<file path="config.mk">
export PLATFORM = sky130hd
export DESIGN_NAME = mem_access_unit_flat
export DESIGN_NICKNAME = d
export VERILOG_FILES = /design/src/rtl/mem_access_unit_if.sv /design/src/rtl/mem_access_unit.sv /design/src/flat_wrapper.sv
export SDC_FILE = /design/constraint.sdc
export NUM_CORES = 1
export LEC_CHECK = 0
export ABC_AREA = 1
export CAP_MARGIN = 20
export CORE_ASPECT_RATIO = 0.8
export CORE_MARGIN = 5
export CORE_UTILIZATION = 47
export CTS_CLUSTER_SIZE = 10
export DETAILED_ROUTE_END_ITERATION = 10
export GPL_ROUTABILITY_DRIVEN = 0
export GPL_TIMING_DRIVEN = 0
export PLACE_DENSITY = 0.8
export SLEW_MARGIN = 20
export SYNTH_ARGS = -nofsm -noshare
export SYNTH_HDL_FRONTEND = slang
export SYNTH_SLANG_ARGS = --single-unit
</file>
<file path="constraint.sdc">
create_clock -name clk -period 2.05 [get_ports clk]
set_input_delay 0.41 -clock clk [delete_from_list [all_inputs] [get_ports clk]]
set_output_delay 0.41 -clock clk [all_outputs]
set_load 0.05 [all_outputs]
</file>
<file path="src/rtl/mem_access_unit_if.sv">
// Load/store request bus plus RAM port for mem_access_unit.
// The master side is the CPU datapath and RAM model; the slave side is the unit.
interface mem_access_unit_if;
  logic        req_valid;
  logic        req_ready;
  logic        req_write;
  logic [1:0]  req_size;
  logic        req_unsigned;
  logic [31:0] req_addr;
  logic [31:0] req_wdata;
  logic        resp_valid;
  logic [31:0] resp_rdata;
  logic        resp_err;
  logic [31:0] ram_addr;
  logic [31:0] ram_rdata;
  logic        ram_we;
  logic [31:0] ram_wdata;

  modport master (
    output req_valid, req_write, req_size, req_unsigned, req_addr, req_wdata, ram_rdata,
    input  req_ready, resp_valid, resp_rdata, resp_err, ram_addr, ram_we, ram_wdata
  );

  modport slave (
    input  req_valid, req_write, req_size, req_unsigned, req_addr, req_wdata, ram_rdata,
    output req_ready, resp_valid, resp_rdata, resp_err, ram_addr, ram_we, ram_wdata
  );
endinterface

</file>
<file path="src/rtl/mem_access_unit.sv">
// Byte/half/word load-store sequencer with read-modify-write for sub-word stores.
// Optional MEM_ACCESS_RANGE_CHECK_EN rejects word indices >= DEPTH_WORDS instead of wrapping.
module mem_access_unit #(
  parameter int DEPTH_WORDS = 64
) (
  input logic          clk,
  input logic          reset,
  mem_access_unit_if.slave bus
);

  localparam logic [31:0] ADDR_MASK = 32'((DEPTH_WORDS * 4) - 1) & ~32'd3;

  typedef enum logic [1:0] {IDLE, READ, WRITE, RESP} state_t;

  state_t      r_state;
  logic        r_write;
  logic [1:0]  r_size;
  logic        r_unsigned;
  logic [1:0]  r_lane;
  logic [31:0] r_wdata;
  logic        r_resp_valid;
  logic        r_resp_err;
  logic [31:0] r_resp_rdata;
  logic [31:0] r_ram_addr;
  logic        r_we;
  logic [31:0] r_ram_wdata;

  logic        w_bad_align;
  logic        w_bad_range;
  logic [31:0] w_aligned_addr;

  // NOTE: assign a default before the case so no path leaves the signal unassigned (no latch).
  always_comb begin
    w_bad_align = 1'b0;
    case (bus.req_size)
      2'b00:   w_bad_align = 1'b0;
      2'b01:   w_bad_align = bus.req_addr[0];
      2'b10:   w_bad_align = |bus.req_addr[1:0];
      default: w_bad_align = 1'b1;
    endcase
  end

`ifdef MEM_ACCESS_RANGE_CHECK_EN
  assign w_bad_range = (bus.req_addr[31:2] >= 30'(DEPTH_WORDS));
`else
  assign w_bad_range = 1'b0;
`endif

  // Masking also wraps out-of-range indices when the range check is disabled.
  assign w_aligned_addr = bus.req_addr & ADDR_MASK;

  function automatic logic [31:0] extract(input logic [31:0] word, input logic [1:0] size,
                                          input logic [1:0] lane, input logic uns);
    logic [7:0]  b;
    logic [15:0] h;
    logic [31:0] res;
    case (lane)
      2'd0:    b = word[7:0];
      2'd1:    b = word[15:8];
      2'd2:    b = word[23:16];
      default: b = word[31:24];
    endcase
    h = lane[1] ? word[31:16] : word[15:0];
    case (size)
      2'b00:   res = {{24{b[7] & ~uns}}, b};
      2'b01:   res = {{16{h[15] & ~uns}}, h};
      default: res = word;
    endcase
    return res;
  endfunction

  function automatic logic [31:0] merge(input logic [31:0] word, input logic [31:0] data,
                                        input logic [1:0] size, input logic [1:0] lane);
    logic [31:0] res;
    res = word;
    if (size == 2'b00) begin
      case (lane)
        2'd0:    res[7:0]   = data[7:0];
        2'd1:    res[15:8]  = data[7:0];
        2'd2:    res[23:16] = data[7:0];
        default: res[31:24] = data[7:0];
      endcase
    end else if (size == 2'b01) begin
      if (lane[1]) res[31:16] = data[15:0];
      else         res[15:0]  = data[15:0];
    end else begin
      res = data;
    end
    return res;
  endfunction

  // NOTE: sequential state uses non-blocking assignments so all registers update together at the edge.
  always_ff @(posedge clk) begin
    if (reset) begin
      r_state      <= IDLE;
      r_write      <= 1'b0;
      r_size       <= 2'b00;
      r_unsigned   <= 1'b0;
      r_lane       <= 2'b00;
      r_wdata      <= 32'd0;
      r_resp_valid <= 1'b0;
      r_resp_err   <= 1'b0;
      r_resp_rdata <= 32'd0;
      r_ram_addr   <= 32'd0;
      r_we         <= 1'b0;
      r_ram_wdata  <= 32'd0;
    end else begin
      case (r_state)
        IDLE: begin
          if (bus.req_valid) begin
            r_write    <= bus.req_write;
            r_size     <= bus.req_size;
            r_unsigned <= bus.req_unsigned;
            r_lane     <= bus.req_addr[1:0];
            r_wdata    <= bus.req_wdata;
            if (w_bad_align || w_bad_range) begin
              r_state      <= RESP;
              r_resp_valid <= 1'b1;
              r_resp_err   <= 1'b1;
            end else if (!bus.req_write || bus.req_size != 2'b10) begin
              r_state    <= READ;
              r_ram_addr <= w_aligned_addr;
            end else begin
              r_state     <= WRITE;
              r_we        <= 1'b1;
              r_ram_wdata <= bus.req_wdata;
              r_ram_addr  <= w_aligned_addr;
            end
          end
        end
        READ: begin
          if (!r_write) begin
            r_state      <= RESP;
            r_resp_valid <= 1'b1;
            r_resp_rdata <= extract(bus.ram_rdata, r_size, r_lane, r_unsigned);
            r_ram_addr   <= 32'd0;
          end else begin
            r_state     <= WRITE;
            r_we        <= 1'b1;
            r_ram_wdata <= merge(bus.ram_rdata, r_wdata, r_size, r_lane);
          end
        end
        WRITE: begin
          r_state      <= RESP;
          r_we         <= 1'b0;
          r_ram_wdata  <= 32'd0;
          r_ram_addr   <= 32'd0;
          r_resp_valid <= 1'b1;
        end
        RESP: begin
          r_state      <= IDLE;
          r_resp_valid <= 1'b0;
          r_resp_err   <= 1'b0;
          r_resp_rdata <= 32'd0;
        end
        default: r_state <= IDLE;
      endcase
    end
  end

  // Reset gates ready and write enable immediately so an abandoned store never commits.
  assign bus.req_ready  = (r_state == IDLE) && !reset;
  assign bus.ram_we     = r_we && !reset;
  assign bus.ram_addr   = r_ram_addr;
  assign bus.ram_wdata  = r_ram_wdata;
  assign bus.resp_valid = r_resp_valid;
  assign bus.resp_err   = r_resp_err;
  assign bus.resp_rdata = r_resp_rdata;

endmodule
</file>
<file path="src/flat_wrapper.sv">
// flat-port wrapper written by rule: the top's interface ports become plain ports
module mem_access_unit_flat 
#(
  parameter int DEPTH_WORDS = 64
)
  (clk, reset, bus_req_valid, bus_req_write, bus_req_size, bus_req_unsigned, bus_req_addr, bus_req_wdata, bus_ram_rdata, bus_req_ready, bus_resp_valid, bus_resp_rdata, bus_resp_err, bus_ram_addr, bus_ram_we, bus_ram_wdata);
  mem_access_unit_if bus_i ();
  input logic clk;
  input logic reset;
  input wire logic [$bits(bus_i.req_valid)-1:0] bus_req_valid;
  input wire logic [$bits(bus_i.req_write)-1:0] bus_req_write;
  input wire logic [$bits(bus_i.req_size)-1:0] bus_req_size;
  input wire logic [$bits(bus_i.req_unsigned)-1:0] bus_req_unsigned;
  input wire logic [$bits(bus_i.req_addr)-1:0] bus_req_addr;
  input wire logic [$bits(bus_i.req_wdata)-1:0] bus_req_wdata;
  input wire logic [$bits(bus_i.ram_rdata)-1:0] bus_ram_rdata;
  output wire logic [$bits(bus_i.req_ready)-1:0] bus_req_ready;
  output wire logic [$bits(bus_i.resp_valid)-1:0] bus_resp_valid;
  output wire logic [$bits(bus_i.resp_rdata)-1:0] bus_resp_rdata;
  output wire logic [$bits(bus_i.resp_err)-1:0] bus_resp_err;
  output wire logic [$bits(bus_i.ram_addr)-1:0] bus_ram_addr;
  output wire logic [$bits(bus_i.ram_we)-1:0] bus_ram_we;
  output wire logic [$bits(bus_i.ram_wdata)-1:0] bus_ram_wdata;
  assign bus_i.req_valid = bus_req_valid;
  assign bus_i.req_write = bus_req_write;
  assign bus_i.req_size = bus_req_size;
  assign bus_i.req_unsigned = bus_req_unsigned;
  assign bus_i.req_addr = bus_req_addr;
  assign bus_i.req_wdata = bus_req_wdata;
  assign bus_i.ram_rdata = bus_ram_rdata;
  assign bus_req_ready = bus_i.req_ready;
  assign bus_resp_valid = bus_i.resp_valid;
  assign bus_resp_rdata = bus_i.resp_rdata;
  assign bus_resp_err = bus_i.resp_err;
  assign bus_ram_addr = bus_i.ram_addr;
  assign bus_ram_we = bus_i.ram_we;
  assign bus_ram_wdata = bus_i.ram_wdata;
  mem_access_unit #(.DEPTH_WORDS(DEPTH_WORDS)) u_core (.clk(clk), .reset(reset), .bus(bus_i));
endmodule
</file>
==> impl_metrics.csv <==
group,metric,value,unit
status,status,"completed",
pwr,vdd_drop_max,0.912,mV
worst_setup_path,cp_max_fo,10,
cells_and_area,final_cell_area,8960,sq um
cts,clkTransAtPathRegs,0.06,ns
timing,setup-violations-final,0,
synthesis,yosysWarnings,0,
drt,drt.antenna.violating_nets,0,
timing,maxSlewViolCount,0,
worst_setup_path,worstReg2RegStart,"u_core.r_size[1]$_SDFFE_PP0P_",
timing,finalWorstSetupSlack,0.0416,ns
placed_design,placed_area,8320,sq um
drt,vias_per_cell,5.45,
drt,wl,24300,um
worst_setup_path,arrival,2.36,ns
synthesis,yosys_register_bits,113,
cells_and_area,nets,1336,
placed_design,dpl.cell_count,1390,
worst_setup_path,start_kind,"flip-flop",
global_route,grt_max_degree,17,
global_route,grt_util_met2,42.9,%
cts,hold_buffers,0,
cells_and_area,final_util,66.1,%
cells_and_area,area.growth.synth_to_final,38.1,%
synthesis,synth_area,6490,sq um
synthesis,synth_edf_count,0,
floorplanning,die_h,115,um
floorplanning,io_pins,203,
worst_setup_path,critPathBufInv,2,
global_route,grt_pass1_wl,37000,um
timing,slew_headroom,53.7,%
timing,rsz0062_at_grt,"no",
pwr,p_leak,3.93,nW
synthesis,async_reset_ff_share,0,%
cts,cts-buffers-inserted,17,
run,cap_violations,0,
drt,post_drt_wl_per_cell,17.1,um
worst_setup_path,cp-startpoint,"u_core.r_size[1]$_SDFFE_PP0P_",
worst_setup_path,cp_cell_sequence,"buf_2 -> clkbuf_1 -> nand2_1 -> nand3_1 -> nand2_1 -> a21oi_1",
global_route,grt_pass1_vias,7248,
synthesis,synth.top_cell.area_share,34.9,%
cells_and_area,nFillCells,1207,
cts,cts_max_level,4,
floorplanning,die_w,141,um
placed_design,dp_hpwl,18500,um
worst_setup_path,critical_path.max_stage_delay,0.52,ns
drt,first_pass_iters,7,
timing,final-hold-violation-count,0,
timing,period_needed,2.01,ns
cts,cts_tree,"done",
worst_setup_path,crit_slowest_cell,"clkbuf_1",
drt,drc,0,
timing,fmax,498,MHz
min_path,min_from,"reset",
synthesis,synth.area.top_cells,"dfxtp_1, nand2_1, a21oi_1",
worst_setup_path,cp-end-kind,"flip-flop",
synthesis,synth_cell_types,27,
synthesis,synth_ff_type,"dfxtp_1",
global_route,globalRouteOverflowTotal,0,
worst_setup_path,required,2.40,ns
floorplanning,start_util,47.9,%
timing,skew,0.0104,ns
floorplanning,fp-row-count,38,
cts,root_buffer,"clkbuf_16",
global_route,top_usage_layer,"met2",
pwr,powerDensity,1630,nW/um^2
timing,final.period_utilization,98.0,%
cts,clock_latency,0.43,ns
worst_setup_path,crit_top_cell,"nand2_1",
placed_design,port-buffer-count,151,
min_path,holdCritPathClass,"input pin to flip-flop",
drt,drt_iter0_drc,1001,
placed_design,place_ws,-0.454,ns
worst_setup_path,critical-path-top-delay-family,"buffers and inverters",
floorplanning,fp.coreArea,13600,sq um
drt,dr_total_vias,7751,
synthesis,yosysTopAreaCell,"dfxtp_1",
cts,clock_sink_count,113,
cts,clk_path_buf_depth,2,
synthesis,syn_avg_cell_area,6.28,sq um
global_route,grtUsageTotal,28.8,%
cells_and_area,num_antenna_cells,0,
synthesis,ys_seq_area_share,34.9,%
global_route,met3_usage,9.94,%
global_route,use_met1,39.3,%
global_route,antenna_found_initial,0,
timing,worst-slew-pin-transition,0.694,ns
cells_and_area,drive_above_1_share,8.78,%
synthesis,synthCells,1034,
floorplanning,die_area,16300,sq um
worst_setup_path,critPathKind,"flip-flop to flip-flop",
cells_and_area,fin_cells,1422,
## what timing repair did
action | 4_1_cts | 5_1_grt
pin swaps | 0 | 0
buffers inserted | 0 | 0
setup endpoints to repair | 18 | 57
gates resized for setup | 12 | 10
## power by group
group | switching [mW] | internal, mW
Combinational | 5.54 | 2.53
Clock | 1.08 | 2.06
Sequential | 0.424 | 2.93
## synth_stat cells (7+ instances only)
cell type and number:
nand2_1 237, a21oi_1 175, inv_1 123, dfxtp_1 113, o21ai_0 90, nor2_1 89, nand3_1 43, clkbuf_1 39
buf_4 28, o22ai_1 22, o211ai_1 20, buf_2 16, or2_2 7
## cell families after synthesis
logic type	Yosys count	synth area share, %
flops	113	34.9
simple gates	385	23.9
buf+inv	219	15.1
fa+ha+maj	4	0.771
compound gates	312	25.4
other cells	1	0.0578
## per-layer routing
layer,vias to the layer above,routed length (um)
li1,3694,-
met1,3434,9970
met2,537,10000
met3,86,3650
met4,0,675
met5,-,0
## sequential cells by signal, summed over array words and instances, names as in the netlist
name	cells
u_core.bus.ram_addr	6
u_core.bus.resp_valid	1
u_core.r_lane	2
u_core.bus.resp_err	1
u_core.r_write	1
u_core.bus.resp_rdata	32
u_core.bus.ram_wdata	32
u_core.r_size	2
u_core.r_wdata	32
u_core.r_we	1
u_core.r_state	2
u_core.r_unsigned	1
## worst paths after layout
kind / end / slack [ns] / cells past startpoint
setup reg to reg: u_core.bus.ram_wdata[18]$_SDFFE_PP0P_ / 0.04 / 6
setup / recovery: u_core.bus.ram_wdata[18]$_SDFFE_PP0P_ / 0.04 / 6
hold reg to reg: u_core.bus.resp_rdata[19]$_SDFFE_PP0P_ / 0.46 / 2
hold / removal: u_core.bus.resp_rdata[1]$_SDFFE_PP0P_ / 0.35 / 2
## area by class of cell
class	instances	area, sq um	share of cell area, %
Inverter	128	480	5.36
Clock inverter	10	159	1.77
Timing Repair Buffer	151	1510	16.8
Tap cell	180	225	2.51
Buffer	91	508	5.67
Multi-Input combinational cell	727	3360	37.5
Sequential cell	113	2260	25.3
Clock buffer	22	454	5.07
## cell usage in the layout (no fill, tap or decap), types with 17 or more instances in the layout
cell / synthesis / final
nand2_1: 237 / 237
a21oi_1: 175 / 174
clkdlybuf4s50_1: 0 / 149
inv_1: 123 / 121
dfxtp_1: 113 / 111
o21ai_0: 90 / 90
nor2_1: 89 / 88
nand3_1: 43 / 43
clkbuf_1: 39 / 37
buf_4: 28 / 27
conb_1: 1 / 26
o22ai_1: 22 / 22
o211ai_1: 20 / 20
buf_2: 16 / 17
clkbuf_16: 0 / 17
## stage by stage
step / total power, mW / setup TNS, ns / hold WS, ns
after floorplan: 8.77 / 0 / 0.430
after global placement: 11.1 / -1.34 / 0.444
after detailed placement: 11.2 / -1.93 / 0.452
after CTS: 14.3 / 0 / 0.351
after global routing: 15.4 / 0 / 0.388
final: 14.6 / 0 / 0.351
(Power assumes the default switching activity.)
==> patch 1: new RTL, same flow settings <==
Re-encode `state_t` (4 states) as Gray code, 2 bits wide.
--- a/src/rtl/mem_access_unit.sv
+++ b/src/rtl/mem_access_unit.sv
@@ -10,7 +10,7 @@
 
   localparam logic [31:0] ADDR_MASK = 32'((DEPTH_WORDS * 4) - 1) & ~32'd3;
 
-  typedef enum logic [1:0] {IDLE, READ, WRITE, RESP} state_t;
+  typedef enum logic [1:0] {IDLE = 2'b00, READ = 2'b01, WRITE = 2'b11, RESP = 2'b10} state_t;
 
   state_t      r_state;
   logic        r_write;
Behaviour: same outputs for any inputs over 4 cycles, from zero or initial values and one cycle with reset high; so few cycles prove little.
==> patch 1 against the original RTL <==
- sequential share of layout area grew 0.21 points
- non-clock buffer count grew 2
- highest routed layer unchanged
- area after synthesis shrank 1.7%
- sequential cell count is the same
- routed wire length shrank 2.9%
- global-route usage shrank 0.79 points
- clock skew shrank 0.00093 ns
- worst setup slack lost 0.032 ns
- critical endpoint is now u_core.bus.ram_wdata[15]
- design area shrank 0.84%
Power is not compared: it rests on default switching activity, and its combinational part moved more than twofold at a synthesized area within 25%.
==> patch 1: results (changes against the original RTL) <==
.. list-table::
   :header-rows: 1

   * - Metric
     - Value
   * - Placed cell areas
     - 8210 µm² (-1.3%)
   * - Seq/Total Area, Yosys
     - 35.5% (+0.59 points)
   * - Detailed placer's ending HPWL
     - 17.8 mm (-3.9%)
   * - Fraction of power spent switching nets
     - a little over a third
   * - Type of the most critical hold path
     - reg2reg
   * - Post-Place Setup Slack
     - -0.419 ns (+0.0347 ns)
   * - Period Utilization, post-route
     - 99.5% (+1.6 points)
   * - Leading post-synthesis cells by instance count
     - nand2_1, a21oi_1, dfxtp_1
   * - Status
     - completed
   * - Worst reg2reg path depth
     - 8 (+2)
   * - Data arrival time of the worst path
     - 2.39 ns (+0.03 ns)
   * - Final WL
     - 23.6 mm (-2.9%)
   * - Average instance area after synthesis
     - 6.20 µm² (-1.3%)
   * - Grt met1 use
     - 38.8% (-0.48 points)
   * - Number of global-route vias before repair
     - 6882 (-5.0%)
   * - Met3 WL
     - 3.32 mm (-9.1%)
   * - Number of nets in the final layout
     - 1330 (-0.45%)
   * - Number of placed instances with taps included
     - 1386 (-0.29%)
   * - Share of cells above drive strength 1
     - 8.79% (+0.014 points)
   * - Met2 global-route usage
     - 41.1% (-1.8 points)
   * - Drt first-iter violations
     - 1026 (+2.5%)
   * - Wire length of the first global-routing pass
     - 35.9 mm (-3.1%)
   * - Maximum clock insertion buffer count
     - 2 (unchanged)
   * - Count of cells resized by post-cts repair
     - 8 (-4)
   * - Overall global routing resource usage
     - 28.1% (-0.79 points)
   * - Routed length on met2
     - 9.73 mm (-3.1%)
   * - Routed length on met1
     - 9.69 mm (-2.8%)
   * - Launch point of the critical path
     - u_core.r_size[0]
   * - Total number of vias
     - 7742 (-0.12%)
   * - Worst clock skew
     - 0.00950 ns (-0.000927 ns)
   * - Main area contributors after synthesis
     - dfxtp_1, nand2_1, a21oi_1, nor2_1, nand3_1
   * - Setup slack of the worst register-to-register path
     - 0.01 ns (-0.03 ns)
   * - Count of fill cells added during filler insertion
     - 1209 (+0.17%)
   * - Avg Vias per Cell
     - 5.45 (about the same)
   * - Met3 capacity usage during global routing
     - 8.60% (-1.3 points)
   * - Worst-Margin Slew
     - 0.692 ns (-0.00245 ns)
==> patch 1: cell count changes in the layout (fill, tap and decap cells not counted), sizes merged, moves of 12 or more <==
| cell | delta |
|---|---|
| nand2 | +59 |
| o21bai | +19 |
| inv | -45 |
| o211ai | -13 |
| nand3 | +25 |
| nor2 | +21 |
| a21oi | -53 |
| o22ai | -12 |
==> patch 1: how the worst min path moves through the flow <==
stage	startpoint	to	slack, ns	cells after the start
4_1_cts	u_core.r_wdata[17]	u_core.r_wdata[17]	0.45	2
3_3_place_gp	u_core.bus.resp_valid	u_core.bus.resp_valid	0.44	2
6_report	u_core.r_wdata[22]	u_core.r_wdata[22]	0.45	2
5_1_grt	u_core.r_wdata[30]	u_core.r_wdata[30]	0.47	2
3_5_place_dp	u_core.r_wdata[17]	u_core.r_wdata[17]	0.44	2
2_1_floorplan	u_core.r_wdata[22]	u_core.r_wdata[22]	0.43	2
==> patch 1: cells by family (layout without fill, tap and decap cells) <==
logic type	Yosys count	count (layout)	share of synthesized area, %
AOI/OAI and AO/OA	258	258	21.6
buffers and inverters	173	358	12.1
DFF	113	113	35.5
other	1	26	0.0588
and+or+nand+nor	485	485	30.8
==> patch 1: final cells by class <==
class	instances	area, µm²	share of cell area (%)
repair buffers	153	1530	17.2
inverters	82	308	3.46
clock inverters	13	184	2.07
well taps	180	225	2.53
plain buffers	91	474	5.34
clock buffers	19	453	5.10
flip-flops and latches	113	2260	25.5
multi-input cells	769	3450	38.8
==> patch 1: worst max-delay path, cell delays in order (launching register included) <==
cell and delay (ns):
dfxtp_1 0.32, buf_2 0.27, nor2_4 0.12, inv_2 0.13, clkbuf_1 0.42, nand3_1 0.15, a21oi_1 0.35, nor2_1 0.10
nor2_1 0.12
==> patch 2: new RTL, config.mk and constraints unchanged <==
Made on the original files. The option `MEM_ACCESS_RANGE_CHECK_EN` is turned on by a define.
--- a/src/rtl/mem_access_unit.sv
+++ b/src/rtl/mem_access_unit.sv
@@ -1,5 +1,7 @@
 // Byte/half/word load-store sequencer with read-modify-write for sub-word stores.
 // Optional MEM_ACCESS_RANGE_CHECK_EN rejects word indices >= DEPTH_WORDS instead of wrapping.
+`define MEM_ACCESS_RANGE_CHECK_EN
+
 module mem_access_unit #(
   parameter int DEPTH_WORDS = 64
 ) (
Check against the original RTL: not equivalent (a bounded check fails within 4 cycles, from zero or initial values and one cycle with reset high).
==> patch 2 against the original RTL <==
- power increased by 14%
- non-clock buffer count up 35
- register-to-register slack better by 0.07 ns
- via count increased by 11%
- hold slack better by 0.11 ns
- worst setup slack got worse by 0.0075 ns
- combinational power grew 21%
- routed wire length grew 9.0%
- area after synthesis up 8.0%
- design area is 9.7% higher
- sequential cell count unchanged
- fmax shrank 0.37%
==> patch 2: results (changes against the original RTL) <==
.. list-table::
   :header-rows: 1

   * - Metric
     - Value
   * - Status
     - completed
   * - 1st-pass router iterations
     - 6 (-1)
   * - IO Port Bufs
     - 176 (+17%)
   * - Relative contribution of sequential cells to total power
     - 20.5% (-2.5 points)
   * - Main area contributors after synthesis
     - dfxtp_1, nand2_1, a21oi_1, nand3_1, nor2_1
   * - Delay contributed by the slowest stage of the critical path
     - 0.82 ns (+0.30 ns)
   * - Routed length on met1
     - 10.4 mm (+3.9%)
   * - Final WL
     - 26.5 mm (+9.0%)
   * - Met3 WL
     - 3.76 mm (+2.9%)
   * - Avg Vias per Cell
     - 5.52 (+1.2%)
   * - Multi-input logic cell count
     - 844 (+16%)
   * - Worst VDD drop
     - 891 µV (-2.3%)
   * - Wire length of the first global-routing pass
     - 40.8 mm (+10%)
   * - Endpoint of the most critical setup path
     - bus_ram_wdata[8]
   * - WL/cell
     - 17.0 µm (-0.57%)
   * - Average instance area after synthesis
     - 6.16 µm² (-1.8%)
   * - Type of the most critical hold path
     - reg2reg
   * - Count of fill cells added during filler insertion
     - 1327 (+9.9%)
   * - Grt met1 use
     - 38.4% (-0.93 points)
   * - Total of plain and repair buffers excluding clock buffers
     - 277 (+14%)
   * - Clock group total power
     - 3.37 mW (+7.3%)
   * - Inverter count
     - 109 (-15%)
   * - Design area
     - 9830 µm² (+9.7%)
   * - Hold Path End
     - u_core.bus.ram_addr[4]
   * - Seq/Total Area, Yosys
     - 32.3% (-2.6 points)
   * - Proportion of final cell area spent on non-clock buffers
     - 24.0% (+1.6 points)
   * - Number of global-route vias before repair
     - 7932 (+9.4%)
   * - Final-layout clock buffer total
     - 19 (-14%)
   * - ClkCell Share
     - 6.62% (-0.22 points)
   * - Post-synth cell types
     - 34 (+26%)
[patch 2: cell count changes in the layout (fill, tap and decap cells not counted), moves of 21 or more]
cell,before,now
clkdlybuf4s50_1,149,172
nand2_1,237,313
a21oi_1,174,153
o21ai_0,90,52
nand3_1,43,109
[patch 2: kinds of logic (layout without fill, tap and decap cells)]
group,count (synthesis),after routing,share of synthesized area [%]
fa+ha+maj,4,4,0.714
simple gates,561,561,33.8
flops,113,113,32.3
buf+inv,205,418,13.5
compound gates,253,253,19.6
other cells,1,26,0.0535
[patch 2: repair_timing]
item | in CTS | in global routing
setup buffers | 0 | 4
cloned | 0 | 1
hold buffers | 0 | 0
gates resized for setup | 21 | 31
endpoints found under the setup margin | 37 | 77
pin swaps | 0 | 2
[patch 2: tightest hold or removal path, stage by stage, from the launching register on]
cell     delay [ns]
dfxtp_1        0.31
nand2_1        0.06
a21oi_1        0.05
